<file path="src/rtl/mem_access_unit_if.sv">
// Bus bundle between the CPU datapath, the data-side access unit and
// RAM port B. The slave view belongs to the access unit; the master view
// is the surrounding CPU and RAM.
interface mem_access_unit_if #(
  parameter int WIDTH = 16
);
  logic             cpu_req;
  logic             cpu_we;
  logic [WIDTH-1:0] cpu_addr;
  logic [WIDTH-1:0] cpu_wdata;
  logic [WIDTH-1:0] cpu_rdata;
  logic             cpu_done;
  logic             cpu_busy;
  logic             mem_we_b;
  logic [WIDTH-1:0] mem_addr_b;
  logic [WIDTH-1:0] mem_data_b;
  logic [WIDTH-1:0] mem_q_b;

  modport master (
    output cpu_req, cpu_we, cpu_addr, cpu_wdata,
    input  cpu_rdata, cpu_done, cpu_busy,
    input  mem_we_b, mem_addr_b, mem_data_b,
    output mem_q_b
  );

  modport slave (
    input  cpu_req, cpu_we, cpu_addr, cpu_wdata,
    output cpu_rdata, cpu_done, cpu_busy,
    output mem_we_b, mem_addr_b, mem_data_b,
    input  mem_q_b
  );
endinterface

</file>
<file path="src/rtl/mem_access_unit.sv">
// Data-side access unit: sequences one load or store at a time against
// RAM port B (one-cycle registered read) and maps IO_ADDR onto a
// debounced button code instead of RAM.
module mem_access_unit #(
  parameter int               WIDTH           = 16,
  parameter logic [WIDTH-1:0] IO_ADDR         = 16'hFFFF,
  parameter int               DEBOUNCE_CYCLES = 50000
) (
  input  logic              clk,
  input  logic              reset,
  mem_access_unit_if.slave  bus,
  input  logic              btn_start_n,
  input  logic              btn_left_n,
  input  logic              btn_right_n
);

  typedef enum logic [1:0] {
    IDLE,
    ISSUE,
    WAIT,
    DONE
  } state_t;

  localparam int         NBTN     = 3;
  localparam logic [15:0] DEB_LAST = 16'(DEBOUNCE_CYCLES - 1);

  state_t           state;
  state_t           state_next;

  logic             we_l;
  logic             io_hit;
  logic [WIDTH-1:0] addr_l;
  logic [WIDTH-1:0] wdata_l;
  logic [WIDTH-1:0] rdata;

  // Button index 0 = start, 1 = left, 2 = right; all active-low.
  logic [NBTN-1:0]  raw_n;
  logic [NBTN-1:0]  sync1;
  logic [NBTN-1:0]  sync2;
  logic [NBTN-1:0]  deb;
  logic [15:0]      cnt [NBTN];
  logic [WIDTH-1:0] btn_code;

  assign raw_n = {btn_right_n, btn_left_n, btn_start_n};

  assign bus.mem_addr_b = addr_l;
  assign bus.mem_data_b = wdata_l;
  assign bus.cpu_rdata  = rdata;

  // State register; the sequence is fixed once a request is accepted.
  always_ff @(posedge clk) begin
    if (!reset) begin
      state <= IDLE;
    end else begin
      state <= state_next;
    end
  end

  // Next state and control outputs. The RAM write enable is also gated by
  // reset so a store caught in ISSUE at a reset edge never lands in RAM.
  always_comb begin
    state_next   = state;
    bus.cpu_done = 1'b0;
    bus.cpu_busy = 1'b1;
    bus.mem_we_b = 1'b0;
    case (state)
      IDLE: begin
        bus.cpu_busy = 1'b0;
        if (bus.cpu_req) begin
          state_next = ISSUE;
        end
      end
      ISSUE: begin
        state_next   = WAIT;
        bus.mem_we_b = we_l && !io_hit && reset;
      end
      WAIT: begin
        state_next = DONE;
      end
      DONE: begin
        state_next   = IDLE;
        bus.cpu_done = 1'b1;
      end
      default: begin
        state_next = IDLE;
      end
    endcase
  end

  // Latch the request on acceptance and capture the load result in WAIT,
  // when the RAM's registered read data is valid.
  always_ff @(posedge clk) begin
    if (!reset) begin
      we_l    <= 1'b0;
      io_hit  <= 1'b0;
      addr_l  <= '0;
      wdata_l <= '0;
      rdata   <= '0;
    end else begin
      if (state == IDLE && bus.cpu_req) begin
        we_l    <= bus.cpu_we;
        io_hit  <= (bus.cpu_addr == IO_ADDR);
        addr_l  <= bus.cpu_addr;
        wdata_l <= bus.cpu_wdata;
      end
      if (state == WAIT && !we_l) begin
        rdata <= io_hit ? btn_code : bus.mem_q_b;
      end
    end
  end

  // Two-flop synchronise each raw button, then accept a change only after
  // it has held for DEBOUNCE_CYCLES consecutive cycles.
  always_ff @(posedge clk) begin
    if (!reset) begin
      sync1 <= '1;
      sync2 <= '1;
      deb   <= '1;
      for (int i = 0; i < NBTN; i++) begin
        cnt[i] <= '0;
      end
    end else begin
      sync1 <= raw_n;
      sync2 <= sync1;
      for (int i = 0; i < NBTN; i++) begin
        if (sync2[i] == deb[i]) begin
          cnt[i] <= '0;
        end else if (cnt[i] == DEB_LAST) begin
          deb[i] <= sync2[i];
          cnt[i] <= '0;
        end else begin
          cnt[i] <= cnt[i] + 16'd1;
        end
      end
    end
  end

  // Prioritised button code: start > left > right, zero when none pressed.
  always_comb begin
    btn_code = '0;
    if (!deb[0]) begin
      btn_code[1:0] = 2'd1;
    end else if (!deb[1]) begin
      btn_code[1:0] = 2'd2;
    end else if (!deb[2]) begin
      btn_code[1:0] = 2'd3;
    end
  end

endmodule

</file>
<file path="src/flat_wrapper.sv">
// flat-port wrapper written by rule: the top's interface ports become plain ports
module mem_access_unit_flat 
#(
  parameter int               WIDTH           = 16,
  parameter logic [WIDTH-1:0] IO_ADDR         = 16'hFFFF,
  parameter int               DEBOUNCE_CYCLES = 50000
)
  (clk, reset, btn_start_n, btn_left_n, btn_right_n, bus_cpu_req, bus_cpu_we, bus_cpu_addr, bus_cpu_wdata, bus_cpu_rdata, bus_cpu_done, bus_cpu_busy, bus_mem_we_b, bus_mem_addr_b, bus_mem_data_b, bus_mem_q_b);
  mem_access_unit_if #(.WIDTH(WIDTH)) bus_i ();
  input  logic clk;
  input  logic reset;
  input  logic btn_start_n;
  input  logic btn_left_n;
  input  logic btn_right_n;
  input wire logic [$bits(bus_i.cpu_req)-1:0] bus_cpu_req;
  input wire logic [$bits(bus_i.cpu_we)-1:0] bus_cpu_we;
  input wire logic [$bits(bus_i.cpu_addr)-1:0] bus_cpu_addr;
  input wire logic [$bits(bus_i.cpu_wdata)-1:0] bus_cpu_wdata;
  output wire logic [$bits(bus_i.cpu_rdata)-1:0] bus_cpu_rdata;
  output wire logic [$bits(bus_i.cpu_done)-1:0] bus_cpu_done;
  output wire logic [$bits(bus_i.cpu_busy)-1:0] bus_cpu_busy;
  output wire logic [$bits(bus_i.mem_we_b)-1:0] bus_mem_we_b;
  output wire logic [$bits(bus_i.mem_addr_b)-1:0] bus_mem_addr_b;
  output wire logic [$bits(bus_i.mem_data_b)-1:0] bus_mem_data_b;
  input wire logic [$bits(bus_i.mem_q_b)-1:0] bus_mem_q_b;
  assign bus_i.cpu_req = bus_cpu_req;
  assign bus_i.cpu_we = bus_cpu_we;
  assign bus_i.cpu_addr = bus_cpu_addr;
  assign bus_i.cpu_wdata = bus_cpu_wdata;
  assign bus_cpu_rdata = bus_i.cpu_rdata;
  assign bus_cpu_done = bus_i.cpu_done;
  assign bus_cpu_busy = bus_i.cpu_busy;
  assign bus_mem_we_b = bus_i.mem_we_b;
  assign bus_mem_addr_b = bus_i.mem_addr_b;
  assign bus_mem_data_b = bus_i.mem_data_b;
  assign bus_i.mem_q_b = bus_mem_q_b;
  mem_access_unit #(.WIDTH(WIDTH), .IO_ADDR(IO_ADDR), .DEBOUNCE_CYCLES(DEBOUNCE_CYCLES)) u_core (.clk(clk), .reset(reset), .bus(bus_i), .btn_start_n(btn_start_n), .btn_left_n(btn_left_n), .btn_right_n(btn_right_n));
endmodule
</file>
<file path="config.mk">
export PLATFORM = sky130hd
export DESIGN_NAME = mem_access_unit_flat
export DESIGN_NICKNAME = d
export VERILOG_FILES = /design/src/rtl/mem_access_unit_if.sv /design/src/rtl/mem_access_unit.sv /design/src/flat_wrapper.sv
export SDC_FILE = /design/constraint.sdc
export NUM_CORES = 1
export LEC_CHECK = 0
export CORE_AREA = 2 2 104 106
export CTS_CLUSTER_SIZE = 30
export DETAILED_ROUTE_END_ITERATION = 10
export DIE_AREA = 0 0 106 108
export PLACE_DENSITY = 0.86
export SLEW_MARGIN = 25
export SYNTH_ARGS = -nofsm -noshare
export SYNTH_HDL_FRONTEND = slang
export SYNTH_SLANG_ARGS = --single-unit
</file>
<file path="constraint.sdc">
create_clock -name clk -period 5.09 [get_ports clk]
set_clock_uncertainty 0.2 [all_clocks]
set_input_delay 1.2725 -clock clk [delete_from_list [all_inputs] [get_ports clk]]
set_output_delay 1.2725 -clock clk [all_outputs]
set_load 0.005 [all_outputs]
</file>
==> results of run 1 <==
[final cells by class]
type / count / area, um2
clock buffer: 11 / 153
clock inverter: 5 / 37.5
fill: 808 / 3690
inverter: 17 / 63.8
multi-input combinational: 414 / 2380
sequential: 109 / 2660
tap: 136 / 170
timing repair buffer: 108 / 1080
[metal layers]
layer	vias to the layer above	global-route usage, %	wire, um
li1	2004	-	-
met1	1853	22.2	4330
met2	104	34.8	5390
met3	19	5.42	599
met4	0	6.58	228
met5	-	0	0
[registers in the layout (all words and copies together), names as in the netlist]
| name | flops |
|---|---|
| u_core.bus.mem_data_b | 16 |
| u_core.deb | 3 |
| u_core.cnt | 48 |
| u_core.sync1 | 3 |
| u_core.sync2 | 3 |
| u_core.bus.mem_addr_b | 16 |
| u_core.we_l | 1 |
| u_core.io_hit | 1 |
| u_core.state | 2 |
| u_core.bus.cpu_rdata | 16 |
[through the flow]
| step | hold slack (ns) | power (mW) | setup WS (ns) | cells |
|---|---|---|---|---|
| final | 0.214 | 2.06 | 1.45 | 800 |
| after global routing | 0.249 | 2.18 | 1.43 | 800 |
| after CTS | 0.227 | 2.08 | 1.46 | 800 |
| after detailed placement | 0.205 | 1.57 | 1.46 | 784 |
| after global placement | 0.203 | 1.54 | 1.45 | 783 |
| after floorplan | 0.186 | 1.32 | 1.75 | 566 |
[final timing paths]
| path | start | end | slack [ns] | cells after the start |
|---|---|---|---|---|
| max | reset | bus_mem_we_b | 1.45 | 3 |
| min | u_core.sync1[1]$_SDFF_PN1_ | u_core.sync2[1]$_SDFF_PN1_ | 0.21 | 1 |
| max reg2reg | u_core.cnt[0][7]$_SDFFCE_PN0P_ | u_core.cnt[0][3]$_SDFFCE_PN0P_ | 2.62 | 4 |
| min reg2reg | u_core.sync1[1]$_SDFF_PN1_ | u_core.sync2[1]$_SDFF_PN1_ | 0.21 | 1 |
[cell families after synthesis]
logic type	count (synthesis)	share of synthesized area [%]
multiplexers	3	0.595
XOR/XNOR	45	7.80
other	1	0.0743
flip-flops	109	52.7
adder cells (fa/ha/maj)	8	1.98
AO/OA/AOI/OAI	56	7.66
AND/OR/NAND/NOR	254	25.3
buffers and inverters	43	3.82
[cell usage in the layout, fill, tap and decap left out, types with 17 or more instances in the layout]
cell type,instances
a21boi_0,34
clkdlybuf4s50_1,104
conb_1,48
dfxtp_1,61
edfxtp_1,48
inv_1,17
nand2_1,80
nand3_1,18
nand4_1,17
nor2_1,57
nor2b_1,18
xnor2_1,38
[power groups by stage]
stage | Sequential [mW] | Combinational, mW | Clock (mW)
global route | 1.08 | 0.547 | 0.555
finish | 1.07 | 0.487 | 0.509
floorplan | 1.08 | 0.245 | 0
global placement | 1.08 | 0.459 | 0
detailed placement | 1.08 | 0.485 | 0
CTS | 1.06 | 0.488 | 0.524
==> out/results.ini, run 1 <==
[run_status]
status = finished, final reports clean

[global_routing]
antenna_found_initial = 0
grt_pass1_vias = 4012
grt_usage_pct = 19.3
grt_pass1_wl_um = 17900
grt_max_degree = 65
grt.overflow.total = 0

[layout]
syn_to_final_growth_pct = 29.5
design_area_mm2 = 0.00654
n_antenna_cell = 0
final_nets = 722
utilization_pct = 63.9
layout-drive-gt1-share_pct = 3.77

[cts]
holdBufCountCts = 0
cts_tree = built
postCtsSetupBuffers = 0
cts.sinks = 109
cts-root-buf = clkbuf_8
cts.clk_slew.worst_paths_ns = 0.10
cts_max_level = 3
ctsResizeCount = 0
insertion_delay_ns = 0.36
numCtsBuffers = 9
clockBufferDepth = 2

[worst_hold_path]
min_path_type = flop to flop

[drt]
drc = 0
drt_iter0_drc = 188
finalWirelength_um = 10500
routed_via_density = 4.98
drtAntennaViolNets = 0
first_pass_iters = 5
num_vias = 3980
post_drt_wl_per_cell_um = 13.2

[worst_setup_path]
crit_type = primary input to output port
crit_path_max_incr_delay_ns = 0.52
path_cells = buf_2, and4b_1, clkdlybuf4s50_1
end_kind = output port
worstPathMaxFanout = 2
required_ns = 3.62
crit_slowest_cell = clkdlybuf4s50_1
start_kind = primary input
crit_family = buffers and inverters
crit_buf_inv = 2
cp.arrival_ns = 2.17

[synthesis]
ys.flop_type = dfxtp_1
synth.top_cells.by_count = 81 x nand2_1, 61 x dfxtp_1, 57 x nor2_1
postSynthCellCount = 519
synth_area_mm2 = 0.00505
synth.most_common_cell = nand2_1
ys_seq_area_share_pct = 52.7
synth_top_area_cell = edfxtp_1
ys_types = 43
avgSynthCellArea_um2 = 9.73
ys_async_sr_fraction_pct = 0
synth-seq-cells = 109
synth_warnings = 0
synth.top_cell.area_share_pct = 28.5
synthTopCellsByArea = edfxtp_1 29%, dfxtp_1 24%, xnor2_1 6.6%
synth_edf_count = 48

[pwr]
p_comb_share_pct = 23.6
pwr-share-seq_pct = 51.7
p_clk_share_pct = 24.7
p_sw_share_pct = 28.6
cellPowerDensity_mw_per_mm2 = 315
p_sw_mw = 0.589
vdd_drop_max_v = 0.000217
p_int_mw = 1.47
p_leak_nw = 2.28

[placement]
port_buffers = 105
place_hpwl_um = 7670
place_congestion = 0.815
dpl_cell_area_mm2 = 0.00634

[floorplanning]
die_h_um = 108
dieArea_mm2 = 0.0114
start_util_pct = 49.4
core_area_mm2 = 0.0102
num_rows = 37
die_width_um = 106
pin_count = 106

[timing]
period_share_pct = 71.6
fin_crit_ns = 3.64
hold_viol = 0
maxSlewViolCount = 0
worstMarginPinSlew_ns = 0.647
rsz0062_at_grt = false
clock.fmax_mhz = 275
setup_violations = 0
max_slew_margin_pct = 56.7
fin_tns_setup_ns = 0

[job]
cap_violations = 0

(Power assumes the default switching activity.)
==> run 2: changes to the inputs <==
CORE_AREA = 2 2 108 110   (was 2 2 104 106)
DIE_AREA = 0 0 110 112   (was 0 0 106 108)
PLACE_DENSITY = 0.84   (was 0.86)
clock period = 3.3 ns   (was 5.09 ns; I/O delays follow)
==> run 2 against run 1 <==
  * Total power rose by 71%
  * Combinational power rose by 53%
  * Non-clock buffer count rose by 1
==> out/results.ini, run 2 (same netlist as run 1, synthesis figures left out) <==
[drt]
finalWirelength_um = 10900
drtAntennaViolNets = 0
routed_via_density = 4.99
post_drt_wl_per_cell_um = 13.5
drt_iter0_drc = 194
num_vias = 4033
first_pass_iters = 4
drc = 0

[layout]
instances_no_fill = 808
most-common-layout-cells = 104 x clkdlybuf4s50_1, 81 x nand2_1, 61 x dfxtp_1, 57 x nor2_1
layout-drive-gt1-share_pct = 3.76
final_nets = 723
fillers = 909
syn_to_final_growth_pct = 31.9
layout_commonest_cell = clkdlybuf4s50_1
n_antenna_cell = 0
regMostFlops = u_core.cnt
multi_input_comb_area_mm2 = 0.00237
largest_reg_flops = 48
seqCellArea_mm2 = 0.00266

[floorplanning]
die_h_um = 112
num_rows = 39
start_util_pct = 45.2
core_area_mm2 = 0.0112
dieArea_mm2 = 0.0123
pin_count = 106
die_width_um = 110

[placement]
place_inst = 792
place_congestion = 0.841
port_buffers = 105
place_hpwl_um = 7940

[timing]
worstMarginPinSlew_ns = 0.674
setup_violations = 0
fin_crit_ns = 2.72
maxSlewViolCount = 0
period_share_pct = 82.3
hold_viol = 0
fin_tns_setup_ns = 0
clock.fmax_mhz = 368
max_slew_margin_pct = 54.9
rsz0062_at_grt = false

[global_routing]
grt_pass1_wl_um = 18400
grt_pass1_vias = 4051
grt.overflow.total = 0
grt_max_degree = 65
grt_usage_pct = 19.0
antenna_found_initial = 0

[cts]
postCtsSetupBuffers = 0
cts.clk_slew.worst_paths_ns = 0.08
numCtsBuffers = 9
cts.sinks = 109
cts_tree = built
cts-root-buf = clkbuf_16
holdBufCountCts = 0
ctsResizeCount = 0
insertion_delay_ns = 0.36
cts_max_level = 3
clockBufferDepth = 2

[worst_setup_path]
required_ns = 2.27
crit_slowest_cell = clkdlybuf4s50_1
end_kind = output port
start_kind = flop
crit_path_max_incr_delay_ns = 0.49
path_cells = inv_1, ha_1, and4b_1, clkdlybuf4s50_1
crit_type = flop to output port
crit_buf_inv = 2
cp.arrival_ns = 1.69
worstPathMaxFanout = 4
crit_family = buffers and inverters

[run_status]
status = finished, final reports clean

[job]
cap_violations = 0

[pwr]
p_sw_share_pct = 27.6
p_int_mw = 2.55
vdd_drop_max_v = 0.000434
p_comb_share_pct = 21.3
p_sw_mw = 0.969
cellPowerDensity_mw_per_mm2 = 528
p_clk_share_pct = 32.0
p_leak_nw = 2.34
pwr-share-seq_pct = 46.8

[worst_hold_path]
min_path_type = flop to flop

run 2: cell count changes in the layout (fill, tap and decap cells not counted), moves of 2 or more:
cell	previous run	this run
buf_4	2	4
inv_6	3	0
clkbuf_8	9	0
clkbuf_16	1	9
inv_8	0	3
run 2: worst paths after layout:
check	from	to	slack, ns	cells past startpoint
worst max-delay path	u_core.state[1]$_SDFFE_PN0P_	bus_mem_we_b	0.58	4
worst min-delay path	u_core.sync1[0]$_SDFF_PN1_	u_core.sync2[0]$_SDFF_PN1_	0.22	1
worst max register to register	u_core.cnt[0][7]$_SDFFCE_PN0P_	u_core.cnt[0][12]$_SDFFCE_PN0P_	0.80	4
worst min register to register	u_core.sync1[0]$_SDFF_PN1_	u_core.sync2[0]$_SDFF_PN1_	0.22	1
run 2: worst reg2reg max path, delay by kind of cell, from the launching register on:
| kind | cells | cell delay, ns |
|---|---|---|
| compound gates | 1 | 0.57 |
| flops | 1 | 0.51 |
| simple gates | 3 | 0.94 |
run 2: routing by layer:
| layer | global-route usage [%] | wire length, um | vias to the layer above |
|---|---|---|---|
| li1 | - | - | 2004 |
| met1 | 20.8 | 4290 | 1923 |
| met2 | 33.4 | 5800 | 83 |
| met3 | 7.08 | 626 | 23 |
| met4 | 6.16 | 226 | 0 |
| met5 | 0 | 0 | - |
run 2: power by group through the flow:
stage | logic, mW | clock network (mW) | registers (mW)
final | 0.747 | 1.12 | 1.64
after global placement | 0.716 | 0 | 1.67
after floorplan | 0.378 | 0 | 1.66
after detailed placement | 0.746 | 0 | 1.68
after global routing | 0.836 | 1.20 | 1.66
after CTS | 0.751 | 1.14 | 1.65
run 2: cell type report:
cell class,count,area share [%]
inverters,17,0.958
well taps,143,2.69
repair buffers,109,16.2
clock buffers,10,3.44
multi-input cells,414,35.6
flip-flops and latches,109,40.0
clock inverters,6,1.15
run 2: metrics by stage:
| stage | power (mW) | worst slack (ns) | area (um2) | util, % | hold WS, ns |
|---|---|---|---|---|---|
| 2_1_floorplan | 2.04 | 0.856 | 5230 | - | 0.186 |
| 5_1_grt | 3.70 | 0.471 | 6660 | 59.6 | 0.240 |
| 4_1_cts | 3.54 | 0.567 | 6660 | 59.6 | 0.220 |
| 3_3_place_gp | 2.38 | 0.631 | 6350 | 56.8 | 0.201 |
| 3_5_place_dp | 2.42 | 0.623 | 6350 | 56.8 | 0.206 |
| 6_report | 3.52 | 0.583 | 6660 | 59.6 | 0.219 |
